### config.mk
export PLATFORM = sky130hd
export DESIGN_NAME = loc_sampler_flat
export DESIGN_NICKNAME = d
export VERILOG_FILES = /design/src/rtl/loc_sampler_if.sv /design/src/rtl/loc_sampler.sv /design/src/flat_wrapper.sv
export SDC_FILE = /design/constraint.sdc
export NUM_CORES = 1
export LEC_CHECK = 0
export ABC_AREA = 1
export BUFFER_PORTS_ARGS = -buffer_cell sky130_fd_sc_hd__buf_2
export CAP_MARGIN = 20
export CELL_PAD_IN_SITES_DETAIL_PLACEMENT = 1
export CELL_PAD_IN_SITES_GLOBAL_PLACEMENT = 1
export CORE_MARGIN = 4
export CORE_UTILIZATION = 30
export DETAILED_ROUTE_END_ITERATION = 12
export GPL_ROUTABILITY_DRIVEN = 0
export PLACE_DENSITY_LB_ADDON = 0.1
export SYNTH_ARGS = -nofsm -noshare
export SYNTH_HDL_FRONTEND = slang
export SYNTH_SLANG_ARGS = --single-unit
### constraint.sdc
create_clock -name clk -period 3.9 [get_ports clk]
set_input_delay 0.195 -clock clk [delete_from_list [all_inputs] [get_ports clk]]
set_output_delay 0.195 -clock clk [all_outputs]
set_load 0.01 [all_outputs]
### src/rtl/loc_sampler_if.sv
// Port bundle between loc_sampler and its consumer (random source, onegen read port, control).
// rand_in is consumed on any rising edge where rand_valid && rand_ready; the source holds
// rand_in stable while rand_valid is high and not yet accepted.
interface loc_sampler_if #(
  parameter int RAND_W     = 24,
  parameter int M          = 15,
  parameter int LOG_WEIGHT = 7
);
  logic                  start;
  logic [RAND_W-1:0]     rand_in;
  logic                  rand_valid;
  logic                  rand_ready;
  logic                  rd_en;
  logic [LOG_WEIGHT-1:0] rd_addr;
  logic [M-1:0]          location;
  logic                  resample;
  logic [LOG_WEIGHT-1:0] resample_addr;
  logic                  busy;
  logic                  done;
  logic [2:0]            dbg_state;

  modport slave (
    input  start, rand_in, rand_valid, rd_en, rd_addr, resample, resample_addr,
    output rand_ready, location, busy, done, dbg_state
  );

  modport master (
    output start, rand_in, rand_valid, rd_en, rd_addr, resample, resample_addr,
    input  rand_ready, location, busy, done, dbg_state
  );
endinterface

### src/rtl/loc_sampler.sv
// Fixed-weight location sampler: rejection-samples random words below THRESH, reduces them
// mod N with a restoring shift-subtract, and stores WEIGHT locations for onegen to read.
module loc_sampler #(
  parameter int N          = 17669,
  parameter int M          = 15,
  parameter int WEIGHT     = 66,
  parameter int LOG_WEIGHT = $clog2(WEIGHT),
  parameter int RAND_W     = 24,
  parameter int THRESH     = 16767881,
  parameter int KBITS      = 10
) (
  input  logic            clk,
  input  logic            rst,
  loc_sampler_if.slave    bus
);

  localparam int KW = (KBITS > 1) ? $clog2(KBITS) : 1;
  localparam logic [RAND_W-1:0]     N_W      = RAND_W'(N);
  localparam logic [RAND_W-1:0]     THRESH_W = RAND_W'(THRESH);
  localparam logic [LOG_WEIGHT-1:0] LAST_PTR = LOG_WEIGHT'(WEIGHT - 1);

  typedef enum logic [2:0] {
    S_IDLE   = 3'd0,
    S_FETCH  = 3'd1,
    S_REDUCE = 3'd2,
    S_WRITE  = 3'd3,
    S_DONE   = 3'd4
  } state_e;

  typedef enum logic {
    MODE_FILL = 1'b0,
    MODE_ONE  = 1'b1
  } mode_e;

  state_e                state_q;
  mode_e                 mode_q;
  logic [LOG_WEIGHT-1:0] wr_ptr_q;
  logic [KW-1:0]         k_q;
  logic [RAND_W-1:0]     rem_q;
  logic [RAND_W-1:0]     rem_d;
  logic [RAND_W-1:0]     step_v;
  logic                  rand_ready_q;
  logic                  busy_q;
  logic                  done_q;
  logic [M-1:0]          location_q;
  logic [M-1:0]          mem [WEIGHT];

  // One restoring step: subtract N<<k when it fits.
  always_comb begin
    step_v = N_W << k_q;
    rem_d  = (rem_q >= step_v) ? (rem_q - step_v) : rem_q;
  end

  always_ff @(posedge clk) begin
    if (rst) begin
      state_q      <= S_IDLE;
      mode_q       <= MODE_FILL;
      wr_ptr_q     <= '0;
      k_q          <= '0;
      rem_q        <= '0;
      rand_ready_q <= 1'b0;
      busy_q       <= 1'b0;
      done_q       <= 1'b0;
    end else begin
      done_q <= 1'b0;
      case (state_q)
        S_IDLE: begin
          if (bus.start) begin
            wr_ptr_q     <= '0;
            mode_q       <= MODE_FILL;
            state_q      <= S_FETCH;
            busy_q       <= 1'b1;
            rand_ready_q <= 1'b1;
          end else if (bus.resample) begin
            wr_ptr_q     <= bus.resample_addr;
            mode_q       <= MODE_ONE;
            state_q      <= S_FETCH;
            busy_q       <= 1'b1;
            rand_ready_q <= 1'b1;
          end
        end
        S_FETCH: begin
          // Rejected words leave the FSM in FETCH with ready still high.
          if (bus.rand_valid && (bus.rand_in < THRESH_W)) begin
            rem_q        <= bus.rand_in;
            k_q          <= KW'(KBITS - 1);
            state_q      <= S_REDUCE;
            rand_ready_q <= 1'b0;
          end
        end
        S_REDUCE: begin
          rem_q <= rem_d;
          if (k_q == '0) state_q <= S_WRITE;
          else           k_q     <= k_q - 1'b1;
        end
        S_WRITE: begin
          if (mode_q == MODE_FILL && wr_ptr_q != LAST_PTR) begin
            wr_ptr_q     <= wr_ptr_q + 1'b1;
            state_q      <= S_FETCH;
            rand_ready_q <= 1'b1;
          end else begin
            state_q <= S_DONE;
            done_q  <= 1'b1;
          end
        end
        S_DONE: begin
          busy_q  <= 1'b0;
          state_q <= S_IDLE;
        end
        default: state_q <= S_IDLE;
      endcase
    end
  end

  // Buffer RAM is deliberately not reset; out-of-range resample addresses write nothing.
  always_ff @(posedge clk) begin
    if (state_q == S_WRITE && wr_ptr_q <= LAST_PTR) begin
      mem[wr_ptr_q] <= rem_q[M-1:0];
    end
  end

  // Read port runs in every state; a same-cycle write to the same entry returns old data.
  always_ff @(posedge clk) begin
    if (rst) begin
      location_q <= '0;
    end else if (bus.rd_en) begin
      location_q <= mem[bus.rd_addr];
    end
  end

  assign bus.rand_ready = rand_ready_q;
  assign bus.busy       = busy_q;
  assign bus.done       = done_q;
  assign bus.location   = location_q;
  assign bus.dbg_state  = state_q;

endmodule

### src/flat_wrapper.sv
// flat-port wrapper written by rule: the top's interface ports become plain ports
module loc_sampler_flat 
#(
  parameter int N          = 17669,
  parameter int M          = 15,
  parameter int WEIGHT     = 66,
  parameter int LOG_WEIGHT = $clog2(WEIGHT),
  parameter int RAND_W     = 24,
  parameter int THRESH     = 16767881,
  parameter int KBITS      = 10
)
  (clk, rst, bus_start, bus_rand_in, bus_rand_valid, bus_rd_en, bus_rd_addr, bus_resample, bus_resample_addr, bus_rand_ready, bus_location, bus_busy, bus_done, bus_dbg_state);
  loc_sampler_if #(.RAND_W(RAND_W), .M(M), .LOG_WEIGHT(LOG_WEIGHT)) bus_i ();
  input  logic clk;
  input  logic rst;
  input wire logic [$bits(bus_i.start)-1:0] bus_start;
  input wire logic [$bits(bus_i.rand_in)-1:0] bus_rand_in;
  input wire logic [$bits(bus_i.rand_valid)-1:0] bus_rand_valid;
  input wire logic [$bits(bus_i.rd_en)-1:0] bus_rd_en;
  input wire logic [$bits(bus_i.rd_addr)-1:0] bus_rd_addr;
  input wire logic [$bits(bus_i.resample)-1:0] bus_resample;
  input wire logic [$bits(bus_i.resample_addr)-1:0] bus_resample_addr;
  output wire logic [$bits(bus_i.rand_ready)-1:0] bus_rand_ready;
  output wire logic [$bits(bus_i.location)-1:0] bus_location;
  output wire logic [$bits(bus_i.busy)-1:0] bus_busy;
  output wire logic [$bits(bus_i.done)-1:0] bus_done;
  output wire logic [$bits(bus_i.dbg_state)-1:0] bus_dbg_state;
  assign bus_i.start = bus_start;
  assign bus_i.rand_in = bus_rand_in;
  assign bus_i.rand_valid = bus_rand_valid;
  assign bus_i.rd_en = bus_rd_en;
  assign bus_i.rd_addr = bus_rd_addr;
  assign bus_i.resample = bus_resample;
  assign bus_i.resample_addr = bus_resample_addr;
  assign bus_rand_ready = bus_i.rand_ready;
  assign bus_location = bus_i.location;
  assign bus_busy = bus_i.busy;
  assign bus_done = bus_i.done;
  assign bus_dbg_state = bus_i.dbg_state;
  loc_sampler #(.N(N), .M(M), .WEIGHT(WEIGHT), .LOG_WEIGHT(LOG_WEIGHT), .RAND_W(RAND_W), .THRESH(THRESH), .KBITS(KBITS)) u_core (.clk(clk), .rst(rst), .bus(bus_i));
endmodule
==> flow_summary_export.csv <==
group,metric,value,unit
cts,clkLatencyLatePin,0.75,ns
timing,rsz0062_at_grt,"false",
timing,min_period,3.285,ns
timing,hold_viol_final,0,
place,dpl_worst_slack,0.4091,ns
setup_path,regToRegSetupSlack,0.61,ns
drt,routed_wl,147500,um
floorplanning,rows,141,
timing,fin_setup_tns,0,ns
final_layout,final_util,0.3516,
worst_hold_path,min_path_type,"primary input to flip-flop",
worst_hold_path,holdCritStartpoint,"bus_rd_addr[4]",
floorplanning,die_w,395.1,um
global_route,grt_overflow_total,0,
final_layout,fill_cells,16350,
final_layout,final_common_cell,"nand2_1",
logic_synthesis,yosysWarnings,0,
timing,worst_pin_slew,1.078,ns
timing,period_share,0.8424,
cts,cts.reportedPaths.clkPinSlew,0.06,ns
logic_synthesis,ys_seq_elements,1047,
setup_path,r2r-end,"u_core.rem_q[17]",
cts,clockBufferDepth,3,
timing,report.final.slew_viol_count,0,
global_route,grt_pass1_wl,218600,um
final_layout,layout.nets,4427,
timing,fin_skew,0.04825,ns
final_layout,layout-drive-gt1-share,0.09906,
timing,max_freq,0.3044,GHz
place,placed_cells,6186,
final_layout,regArea,30930,um^2
worst_hold_path,hold_end,"u_core.bus.location[13]",
drt,avgRoutedWirePerCell,22.83,um
global_route,grt_usage,0.1864,
setup_path,crit_path_end_kind,"flip-flop",
global_route,grt_pass1_vias,31490,
cts,cts_inserted_buffers,120,
place,port_buffers,64,
drt,first_pass_iters,5,
pwr,finalPower,29.88,mW
timing,relSlewSlack,0.2814,
logic_synthesis,postSynthAreaPerCell,10.67,um^2
job,drv_cap,0,
timing,setup_slack,0.6146,ns
global_route,grt_max_degree,121,
floorplanning,start_util,0.3029,
status,status,"complete, no violations",
logic_synthesis,ys_seq_area_frac,0.6869,
drt,vias,30950,
final_layout,multiInputGateArea,12400,um^2
setup_path,critPathKind,"flip-flop to flip-flop",
cts,cts_sinks,1047,
floorplanning,die_height,395.1,um
logic_synthesis,syn-num-nets,4289,
worst_hold_path,hold_depth,5,
floorplanning,ioPinCount,65,
logic_synthesis,synth.distinct_cells,41,
pwr,p_per_area,572.7,nW/um^2
drt,drt_iter0_markers,1790,
setup_path,r2r_start,"u_core.k_q[2]",
final_layout,stdcell_count,6460,
setup_path,crit_arrival,3.95,ns
drt,drc,0,
setup_path,startpoint_type,"flip-flop",
logic_synthesis,netlist_instances,4213,
pwr,p_leak,19.59,nW
logic_synthesis,mappedNetlistArea,44940,um^2
setup_path,r2r_cells,15,
cts,cts_tree,"yes",
drt,antenna_left,0,
final_layout,final_cell_mix,"nand2_1, edfxtp_1, nand3_1, nor2_1",
setup_path,critPathMaxFanout,24,
cts,htree_num_levels,3,
drt,avgViaCountPerCell,4.791,
cts,ctsRootBufferMaster,"clkbuf_16",
setup_path,critPathRequiredTime,4.56,ns
floorplanning,die_area,156100,um^2
place,dp_hpwl,86470,um
timing,setup_viol,0,
floorplanning,design.core.area,148400,um^2
final_layout,syn_to_final_growth,16.08,%
global_route,antenna_found_initial,6,
pwr,irDropWorstVdd,0.4211,mV
[area by class of cell]
class | instances | share of cell area
sequential | 1047 | 0.5928
multi-input combinational | 2795 | 0.2376
clock buffer | 164 | 0.06092
tap | 2002 | 0.04802
timing repair buffer | 248 | 0.04027
inverter | 139 | 0.01050
clock inverter | 59 | 0.009569
antenna | 6 | 0.0002878
[critical path, stage by stage, from the launching register on]
cell	delay, ns
dfxtp_1	0.49
clkinv_1	0.30
a21oi_1	0.27
inv_1	0.09
a22oi_1	0.31
ha_1	0.37
a21oi_1	0.22
inv_1	0.06
nand2_1	0.06
nand3_1	0.10
nor2_1	0.19
nand4_1	0.13
nand3_2	0.08
buf_4	0.29
nand2_1	0.12
a21oi_2	0.13
[report_power, final]
| part | internal [mW] | switching (mW) | leakage [nW] |
|---|---|---|---|
| Clock | 6.02 | 4.71 | 1.79 |
| Sequential | 13.4 | 0.185 | 9.55 |
| Combinational | 1.32 | 4.28 | 8.25 |
[worst max-delay path by stage]
| stage | slack [ns] | to | cells past startpoint | from |
|---|---|---|---|---|
| after floorplan | 0.94 | u_core.rem_q[17] | 13 | u_core.rem_q[0] |
| after global placement | 0.46 | u_core.rem_q[19] | 18 | u_core.k_q[0] |
| after detailed placement | 0.41 | u_core.rem_q[23] | 18 | u_core.k_q[0] |
| after CTS | 0.40 | u_core.rem_q[17] | 18 | u_core.k_q[0] |
| after global routing | 0.29 | u_core.rem_q[18] | 18 | u_core.k_q[0] |
| final | 0.61 | u_core.rem_q[17] | 15 | u_core.k_q[2] |
[through the flow]
| stage | hold slack [ns] | instance area, um^2 |
|---|---|---|
| 4_1_cts | 0.1325 | 52130 |
| 3_5_place_dp | 0.4656 | 48020 |
| 2_1_floorplan | 0.2641 | 44940 |
| 5_1_grt | 0.1537 | 52150 |
| 6_report | 0.1805 | 52170 |
| 3_3_place_gp | 0.4582 | 48020 |
[cells by family (layout without fill, tap and decap cells)]
| logic type | after synthesis | in the layout | synth area share |
|---|---|---|---|
| adders and majority gates | 32 | 32 | 0.009076 |
| and+or+nand+nor | 2609 | 2609 | 0.2476 |
| DFF | 1047 | 1047 | 0.6869 |
| buffers and inverters | 371 | 610 | 0.03733 |
| other | 0 | 6 | 0 |
| xor gates and xnor gates | 7 | 7 | 0.001364 |
| AOI/OAI and AO/OA | 147 | 147 | 0.01779 |
[cells in the mapped netlist]
| cell type | instances | area share |
|---|---|---|
| a211oi_1 | 2 | 0.00033 |
| a21oi_1 | 61 | 0.0068 |
| a21oi_2 | 8 | 0.0016 |
| a22oi_1 | 3 | 0.00050 |
| a31oi_1 | 3 | 0.00042 |
| a32o_1 | 1 | 0.00022 |
| buf_1 | 26 | 0.0022 |
| buf_2 | 106 | 0.012 |
| buf_4 | 36 | 0.0060 |
| buf_6 | 2 | 0.00050 |
| clkbuf_1 | 62 | 0.0052 |
| clkinv_1 | 3 | 0.00025 |
| dfxtp_1 | 57 | 0.025 |
| edfxtp_1 | 990 | 0.66 |
| fa_1 | 1 | 0.00045 |
| ha_1 | 31 | 0.0086 |
| inv_1 | 121 | 0.010 |
| inv_2 | 14 | 0.0012 |
| inv_4 | 1 | 0.00014 |
| nand2_1 | 1536 | 0.13 |
| nand2_2 | 2 | 0.00028 |
| nand3_1 | 860 | 0.096 |
| nand3_2 | 12 | 0.0027 |
| nand3_4 | 1 | 0.00039 |
| nand3b_1 | 2 | 0.00033 |
| nand3b_4 | 1 | 0.00045 |
| nand4_1 | 8 | 0.0011 |
| nand4_2 | 5 | 0.0014 |
| nor2_1 | 158 | 0.013 |
| nor2_2 | 4 | 0.00056 |
| nor2_4 | 3 | 0.00075 |
| nor3_1 | 3 | 0.00033 |
| nor3_2 | 1 | 0.00022 |
| o211ai_1 | 2 | 0.00033 |
| o21ai_0 | 46 | 0.0051 |
| o21ai_1 | 17 | 0.0019 |
| o22ai_1 | 2 | 0.00028 |
| o31ai_1 | 2 | 0.00033 |
| or2_2 | 13 | 0.0018 |
| xnor2_1 | 1 | 0.00019 |
| xor2_1 | 6 | 0.0012 |
[metal layers]
metal	up-vias	global-route usage	share of wire
li1	14840	-	-
met1	15560	0.2502	0.46
met2	394	0.3198	0.49
met3	157	0.02355	0.035
met4	0	0.04656	0.019
met5	-	0	0
[registers in the layout, indices dropped and copies added, names as in the netlist, 3 cells and up]
register / flops
u_core.wr_ptr_q: 7
u_core.bus.dbg_state: 3
u_core.bus.location: 15
u_core.k_q: 4
u_core.rem_q: 24
u_core.mem: 990
[timing repair]
action / in CTS / in global routing
endpoints found under the hold margin: 54 / 0
endpoints found under the setup margin: 0 / 6
gates resized for setup: 0 / 0
setup buffers: 0 / 1
hold buffers: 44 / 0
No activity file was read; power rests on OpenSTA's default activity.
